File: src/rtl/uart_rx.sv
// uart_rx: UART receiver for the board serial link.
// Recovers start / data (LSB first) / optional parity / stop frames from the
// asynchronous rx_i line by mid-bit sampling. It hands each word, with its
// parity and framing error flags, to the consumer over a valid/yumi handshake.
// Build option: define UART_RX_MAJORITY_EN to decide every bit by a 2-of-3
// vote over the samples at mid-1, mid and mid+1. This moves completion one
// cycle later.
module uart_rx #(
  parameter int clk_per_bit_p = 10416,
  parameter int data_bits_p   = 8,
  parameter int parity_bit_p  = 0,
  parameter int parity_odd_p  = 0,
  parameter int stop_bits_p   = 1
) (
  input  logic                   clk_i,
  input  logic                   reset_n_i,
  input  logic                   rx_i,
  output logic                   rx_v_o,
  output logic [data_bits_p-1:0] rx_o,
  output logic                   rx_parity_err_o,
  output logic                   rx_frame_err_o,
  input  logic                   rx_yumi_i,
  output logic                   rx_overrun_o
);

  localparam int cnt_w_lp = (clk_per_bit_p + 1 > 2) ? $clog2(clk_per_bit_p + 1) : 1;
  localparam int bit_w_lp = (data_bits_p > 1) ? $clog2(data_bits_p) : 1;

  // Cycle within the start bit at which the start decision is made. It is
  // mid-bit, or one cycle later when the decision waits for the third vote.
  // After that decision, every later bit is decided one full bit period on.
`ifdef UART_RX_MAJORITY_EN
  localparam int start_samp_lp = clk_per_bit_p / 2;
`else
  localparam int start_samp_lp = clk_per_bit_p / 2 - 1;
`endif

  localparam logic [cnt_w_lp-1:0] start_samp_c = cnt_w_lp'(start_samp_lp);
  localparam logic [cnt_w_lp-1:0] bit_samp_c   = cnt_w_lp'(clk_per_bit_p - 1);
  localparam logic [bit_w_lp-1:0] last_data_c  = bit_w_lp'(data_bits_p - 1);
  localparam logic [bit_w_lp-1:0] last_stop_c  = bit_w_lp'(stop_bits_p - 1);

  typedef enum logic [2:0] {
    e_reset,
    e_idle,
    e_start_bit,
    e_data_bits,
    e_parity_bit,
    e_stop_bit
  } state_e;

  state_e                 state_reg, state_next;
  logic [cnt_w_lp-1:0]    clk_cnt_reg, clk_cnt_next;
  logic [bit_w_lp-1:0]    bit_cnt_reg, bit_cnt_next;
  logic [data_bits_p-1:0] shift_reg, shift_next;
  logic                   perr_acc_reg, perr_acc_next;
  logic                   ferr_acc_reg, ferr_acc_next;
  logic                   frame_done;
  logic                   done_ferr;

  logic                   rx_meta_reg, rxs_reg;
  logic [1:0]             sync_fill_reg;
  logic                   bit_val;

  logic                   rx_v_reg;
  logic [data_bits_p-1:0] rx_data_reg;
  logic                   rx_perr_reg;
  logic                   rx_ferr_reg;
  logic                   rx_overrun_reg;

  // Two-flop synchronizer. sync_fill_reg records when rxs_reg carries a real
  // line sample rather than its reset value, so a line held low through reset
  // is not mistaken for idle.
  always_ff @(posedge clk_i) begin
    if (!reset_n_i) begin
      rx_meta_reg   <= 1'b1;
      rxs_reg       <= 1'b1;
      sync_fill_reg <= 2'b00;
    end else begin
      rx_meta_reg   <= rx_i;
      rxs_reg       <= rx_meta_reg;
      sync_fill_reg <= {sync_fill_reg[0], 1'b1};
    end
  end

`ifdef UART_RX_MAJORITY_EN
  logic [1:0] hist_reg;

  // The last two synchronized samples. At the decision cycle they are mid-1
  // and mid, and the current rxs_reg is mid+1.
  always_ff @(posedge clk_i) begin
    if (!reset_n_i) begin
      hist_reg <= 2'b11;
    end else begin
      hist_reg <= {hist_reg[0], rxs_reg};
    end
  end

  assign bit_val = (hist_reg[1] & hist_reg[0]) |
                   (hist_reg[1] & rxs_reg) |
                   (hist_reg[0] & rxs_reg);
`else
  assign bit_val = rxs_reg;
`endif

  // Frame FSM state and datapath registers.
  always_ff @(posedge clk_i) begin
    if (!reset_n_i) begin
      state_reg    <= e_reset;
      clk_cnt_reg  <= '0;
      bit_cnt_reg  <= '0;
      shift_reg    <= '0;
      perr_acc_reg <= 1'b0;
      ferr_acc_reg <= 1'b0;
    end else begin
      state_reg    <= state_next;
      clk_cnt_reg  <= clk_cnt_next;
      bit_cnt_reg  <= bit_cnt_next;
      shift_reg    <= shift_next;
      perr_acc_reg <= perr_acc_next;
      ferr_acc_reg <= ferr_acc_next;
    end
  end

  // Next-state logic. Bit timing is counted from the start decision, so each
  // later decision lands at the same point inside its bit.
  always_comb begin
    state_next    = state_reg;
    clk_cnt_next  = clk_cnt_reg + 1'b1;
    bit_cnt_next  = bit_cnt_reg;
    shift_next    = shift_reg;
    perr_acc_next = perr_acc_reg;
    ferr_acc_next = ferr_acc_reg;
    frame_done    = 1'b0;
    done_ferr     = ferr_acc_reg;

    case (state_reg)
      e_reset: begin
        clk_cnt_next = '0;
        if (sync_fill_reg[1] && rxs_reg) begin
          state_next = e_idle;
        end
      end

      e_idle: begin
        clk_cnt_next  = '0;
        bit_cnt_next  = '0;
        perr_acc_next = 1'b0;
        ferr_acc_next = 1'b0;
        if (!rxs_reg) begin
          state_next = e_start_bit;
        end
      end

      e_start_bit: begin
        if (clk_cnt_reg == start_samp_c) begin
          clk_cnt_next = '0;
          // A start bit that reads high at mid-bit was a glitch; drop it.
          state_next   = bit_val ? e_idle : e_data_bits;
        end
      end

      e_data_bits: begin
        if (clk_cnt_reg == bit_samp_c) begin
          clk_cnt_next = '0;
          shift_next   = {bit_val, shift_reg[data_bits_p-1:1]};
          if (bit_cnt_reg == last_data_c) begin
            bit_cnt_next = '0;
            state_next   = (parity_bit_p != 0) ? e_parity_bit : e_stop_bit;
          end else begin
            bit_cnt_next = bit_cnt_reg + 1'b1;
          end
        end
      end

      e_parity_bit: begin
        if (clk_cnt_reg == bit_samp_c) begin
          clk_cnt_next  = '0;
          perr_acc_next = ((^shift_reg) ^ bit_val) ^ (parity_odd_p != 0);
          state_next    = e_stop_bit;
        end
      end

      e_stop_bit: begin
        if (clk_cnt_reg == bit_samp_c) begin
          clk_cnt_next  = '0;
          ferr_acc_next = ferr_acc_reg | ~bit_val;
          if (bit_cnt_reg == last_stop_c) begin
            // Complete at the last stop decision. Not waiting for the end of
            // the stop bit lets a back-to-back start edge be caught.
            frame_done = 1'b1;
            done_ferr  = ferr_acc_reg | ~bit_val;
            state_next = e_idle;
          end else begin
            bit_cnt_next = bit_cnt_reg + 1'b1;
          end
        end
      end

      default: begin
        state_next = e_reset;
      end
    endcase
  end

  // Output holding register. The held word stays until the consumer takes it.
  // A frame that completes while the word is held and not taken is dropped and
  // reported by a one-cycle overrun pulse.
  always_ff @(posedge clk_i) begin
    if (!reset_n_i) begin
      rx_v_reg       <= 1'b0;
      rx_data_reg    <= '0;
      rx_perr_reg    <= 1'b0;
      rx_ferr_reg    <= 1'b0;
      rx_overrun_reg <= 1'b0;
    end else begin
      rx_overrun_reg <= 1'b0;
      if (frame_done) begin
        if (rx_v_reg && !rx_yumi_i) begin
          rx_overrun_reg <= 1'b1;
        end else begin
          rx_v_reg    <= 1'b1;
          rx_data_reg <= shift_reg;
          rx_perr_reg <= perr_acc_reg;
          rx_ferr_reg <= done_ferr;
        end
      end else if (rx_yumi_i) begin
        rx_v_reg <= 1'b0;
      end
    end
  end

  assign rx_v_o          = rx_v_reg;
  assign rx_o            = rx_data_reg;
  assign rx_parity_err_o = rx_perr_reg;
  assign rx_frame_err_o  = rx_ferr_reg;
  assign rx_overrun_o    = rx_overrun_reg;

endmodule

File: config.mk
export PLATFORM = sky130hd
export DESIGN_NAME = uart_rx
export DESIGN_NICKNAME = d
export VERILOG_FILES = /design/src/rtl/uart_rx.sv
export SDC_FILE = /design/constraint.sdc
export NUM_CORES = 1
export LEC_CHECK = 0
export BUFFER_PORTS_ARGS = -buffer_cell sky130_fd_sc_hd__clkbuf_2
export CORE_ASPECT_RATIO = 1.2
export CORE_MARGIN = 2
export CORE_UTILIZATION = 55
export CTS_BUF_LIST = sky130_fd_sc_hd__clkbuf_2
export CTS_CLUSTER_DIAMETER = 200
export DETAILED_ROUTE_END_ITERATION = 8
export GPL_ROUTABILITY_DRIVEN = 0
export GPL_TIMING_DRIVEN = 0
export PLACE_DENSITY = 0.74
export SLEW_MARGIN = 20
export SYNTH_ARGS = -nofsm -noshare
export SYNTH_HDL_FRONTEND = slang
export SYNTH_SLANG_ARGS = --single-unit
File: constraint.sdc
create_clock -name clk_i -period 5.7 [get_ports clk_i]
set_clock_uncertainty 0.2 [all_clocks]
set_input_delay 0 -clock clk_i [delete_from_list [all_inputs] [get_ports clk_i]]
set_output_delay 0 -clock clk_i [all_outputs]
set_load 0.05 [all_outputs]
==> metrics.txt <==
status=completed; first-pass GRT wire length=6260 um; largest net degree at the start of global routing=15; setup tns final=0 ns; setup slack, reg-to-reg=3.61 ns; final-stage net count=258; antenna violations before repair=0; layout cell share with drive strength beyond 1=13.5%; antenna cells=0; leak pwr=0.970 nW; worst r2r src=clk_cnt_reg[0]$_SDFF_PN0_; # DRC=0; H-tree depth=2; row cnt=25; Worst path slowest cell=dfxtp_1; Setup crit start=clk_cnt_reg[0]$_SDFF_PN0_; area leader, netlist=dfxtp_1; CP peak stage delay=0.40 ns; Worst R2R Path Depth=7; #FFs+latches synth=46; final setup vio count=0; critical-path maximum fanout=10; Post-synth EDFFs=0; gr ovfl total=0; area share of the largest cell type after synthesis=42.5%; Post-Place Cells=293; I/O pins=16; number of global-route vias before repair=1466; max_cap viols=0; layout filler cell count=357; wire per inst=12.1 um; Clk pwr share=25.0%; synth top area cells=dfxtp_1 (42%), mux2i_1 (8.8%), nor2b_1 (6.4%), nor2_1 (4.0%), xnor2_1 (3.6%); Synth Net Count=232; sequential fraction of the synthesis area=42.5%; Initial Util=56.3%; yosys warns=0; clk_lat worst skew=0.40 ns; Req. time, crit path=5.80 ns; Area growth syn-to-layout=11.5%; setup bufs post-CTS=0; CTS Buf Count=5; switching share of power=30.8%; Die Span Y=72.8 um; VDD IR max=132 uV; port bufs=15; Fmax=478 MHz; clock sink count=46; max-slew violations=0; CP Launch Type=register; Hold Crit Class=input pin to register; reg2reg end=clk_cnt_reg[12]$_SDFF_PN0_; Tightest Pin Transition=0.457 ns; ys flop type=dfxtp_1; RSZ-0062 raised after global routing=no; cells along the critical path=ha_1, and3_1, nand4_4, a22oi_1, a21bo_2, buf_6, nor2_1; area of the multi-input gates=1160 um^2; Final Hold Fails=0; Post-DRT Antenna Nets=0; Pint=485 uW; Post-Synthesis Cells=224; Tot GR Track Use=18.7%; max FFs per register=14; die width=61.3 um; clock buffer depth=2; Syn Area/Cell=9.67 um^2; Finished Layout Cells=305; CTS tree=done; vias=1581; Net Switching=216 uW; vias per cell=5.18; total wire length=3680 um; part of the power in registers=48.8%; Die ar.=4460 um^2; crit path kind=register to register; Async SR Flop Fraction=0%; Clk Tree Root Cell=clkbuf_2; CP endpoint=clk_cnt_reg[12]$_SDFF_PN0_; Seq. cell area=921 um^2; first-pass iteration count of the detailed router=4; CP endpoint kind=register; combinational share of power=26.2%; Yosys cell types=45; Worst EP arrival=2.20 ns; Slew HR=69.5%; Mapped Area=2170 um^2; Iter 0 DRT Violations=53; Tcrit/Tclk final=36.7%; DPL Wire Length=2740 um; Core Area=3850 um^2; min cycle time layout=2.09 ns; clock-pin slew on the worst setup and hold paths=0.20 ns; Cell Pwr Density=290 nW/um^2
==> worst min-delay path by stage <==
| stage | startpoint | end | cells past startpoint | slack [ns] |
|---|---|---|---|---|
| floorplan | reset_n_i | sync_fill_reg[0]$_DFF_P_ | 0 | -0.17 |
| finish | reset_n_i | sync_fill_reg[0]$_DFF_P_ | 2 | 0.13 |
| detailed placement | rx_i | rx_meta_reg$_SDFF_PN1_ | 2 | -0.01 |
| global route | reset_n_i | sync_fill_reg[0]$_DFF_P_ | 2 | 0.12 |
| CTS | reset_n_i | sync_fill_reg[0]$_DFF_P_ | 2 | 0.10 |
| global placement | rx_i | rx_meta_reg$_SDFF_PN1_ | 2 | -0.01 |
==> metrics by stage <==
stage | worst slack (ns) | hold WS (ns) | utilization [%] | power [mW] | cell area (um^2)
final | 3.61 | 0.125 | 62.8 | 0.700 | 2420
after floorplan | 3.85 | -0.172 | - | 0.493 | 2170
after detailed placement | 3.64 | -0.0130 | 60.0 | 0.528 | 2310
after global routing | 3.52 | 0.115 | 62.8 | 0.740 | 2420
after global placement | 3.66 | -0.0133 | 60.0 | 0.526 | 2310
after CTS | 3.62 | 0.102 | 62.8 | 0.705 | 2420
==> per-layer routing <==
metal	global-route usage, %	part of all wire (%)	vias up	wire [um]
met2	31.7	50	39	1860
met4	7.73	1.8	0	66
li1	-	-	822	-
met5	0	0	-	0
met3	3.72	3.5	7	130
met1	22.4	44	713	1620
==> critical path, delay by kind of cell (launching register included) <==
family | cells | cell delay [ns]
AO/OA/AOI/OAI | 2 | 0.50
adder cells (fa/ha/maj) | 1 | 0.20
buffers and inverters | 1 | 0.15
flip-flops | 1 | 0.40
AND/OR/NAND/NOR | 3 | 0.55
==> what timing repair did <==
item / 4_1_cts / 5_1_grt
hold buffers: 4 / 0
hold endpoints to repair: 45 / 0
gates resized for setup: 0 / 0
==> power by group through the flow <==
stage / Combinational, mW / Clock, mW / Sequential, mW
finish: 0.183 / 0.175 / 0.342
global placement: 0.178 / 0 / 0.347
floorplan: 0.147 / 0 / 0.347
detailed placement: 0.179 / 0 / 0.348
CTS: 0.182 / 0.181 / 0.342
global route: 0.203 / 0.193 / 0.344
==> layout by cell type (no fill, tap or decap), types with 7 or more instances in the layout <==
cell and instances:
dfxtp_1 46, nor2_1 23, nor2b_1 22, clkbuf_2 22, mux2i_1 19, nand2_1 11
xor2_1 9, xnor2_1 9, nand2b_1 8, inv_1 7, nand3_1 7
==> kinds of logic (layout without fill, tap and decap cells) <==
kind of cell | after synthesis | count (layout) | share of synthesized area, %
and+or+nand+nor | 96 | 96 | 25.8
DFF | 46 | 46 | 42.5
AOI/OAI and AO/OA | 23 | 23 | 8.26
xor gates and xnor gates | 19 | 19 | 8.31
muxes | 19 | 19 | 8.78
buffers and inverters | 17 | 44 | 4.10
adders and majority gates | 4 | 4 | 2.31
==> synthesized netlist by cell type (2+ instances only) <==
cell / n
and4bb_1: 2
clkbuf_1: 3
nor2b_1: 22
inv_1: 7
ha_1: 4
o21ai_0: 3
nand2_1: 11
nor2_1: 23
nand4_1: 3
mux2i_1: 19
nand3b_1: 2
o211ai_1: 2
nand3_1: 7
and3_1: 5
and4_1: 2
o31ai_1: 2
dfxtp_1: 46
and2_1: 3
nor3b_1: 2
a21oi_1: 3
o21a_1: 2
buf_4: 4
a21boi_1: 2
nand2b_1: 8
xor2_1: 9
xnor2_1: 9
==> area by class of cell <==
class,instances,share of cell area (%)
Multi-Input combinational cell,161,47.9
Sequential cell,46,38.1
Timing Repair Buffer,19,4.76
Tap cell,54,2.80
Buffer,10,2.59
Clock inverter,2,1.55
Clock buffer,6,1.24
Inverter,7,1.09
No activity file was read; power rests on OpenSTA's default activity.
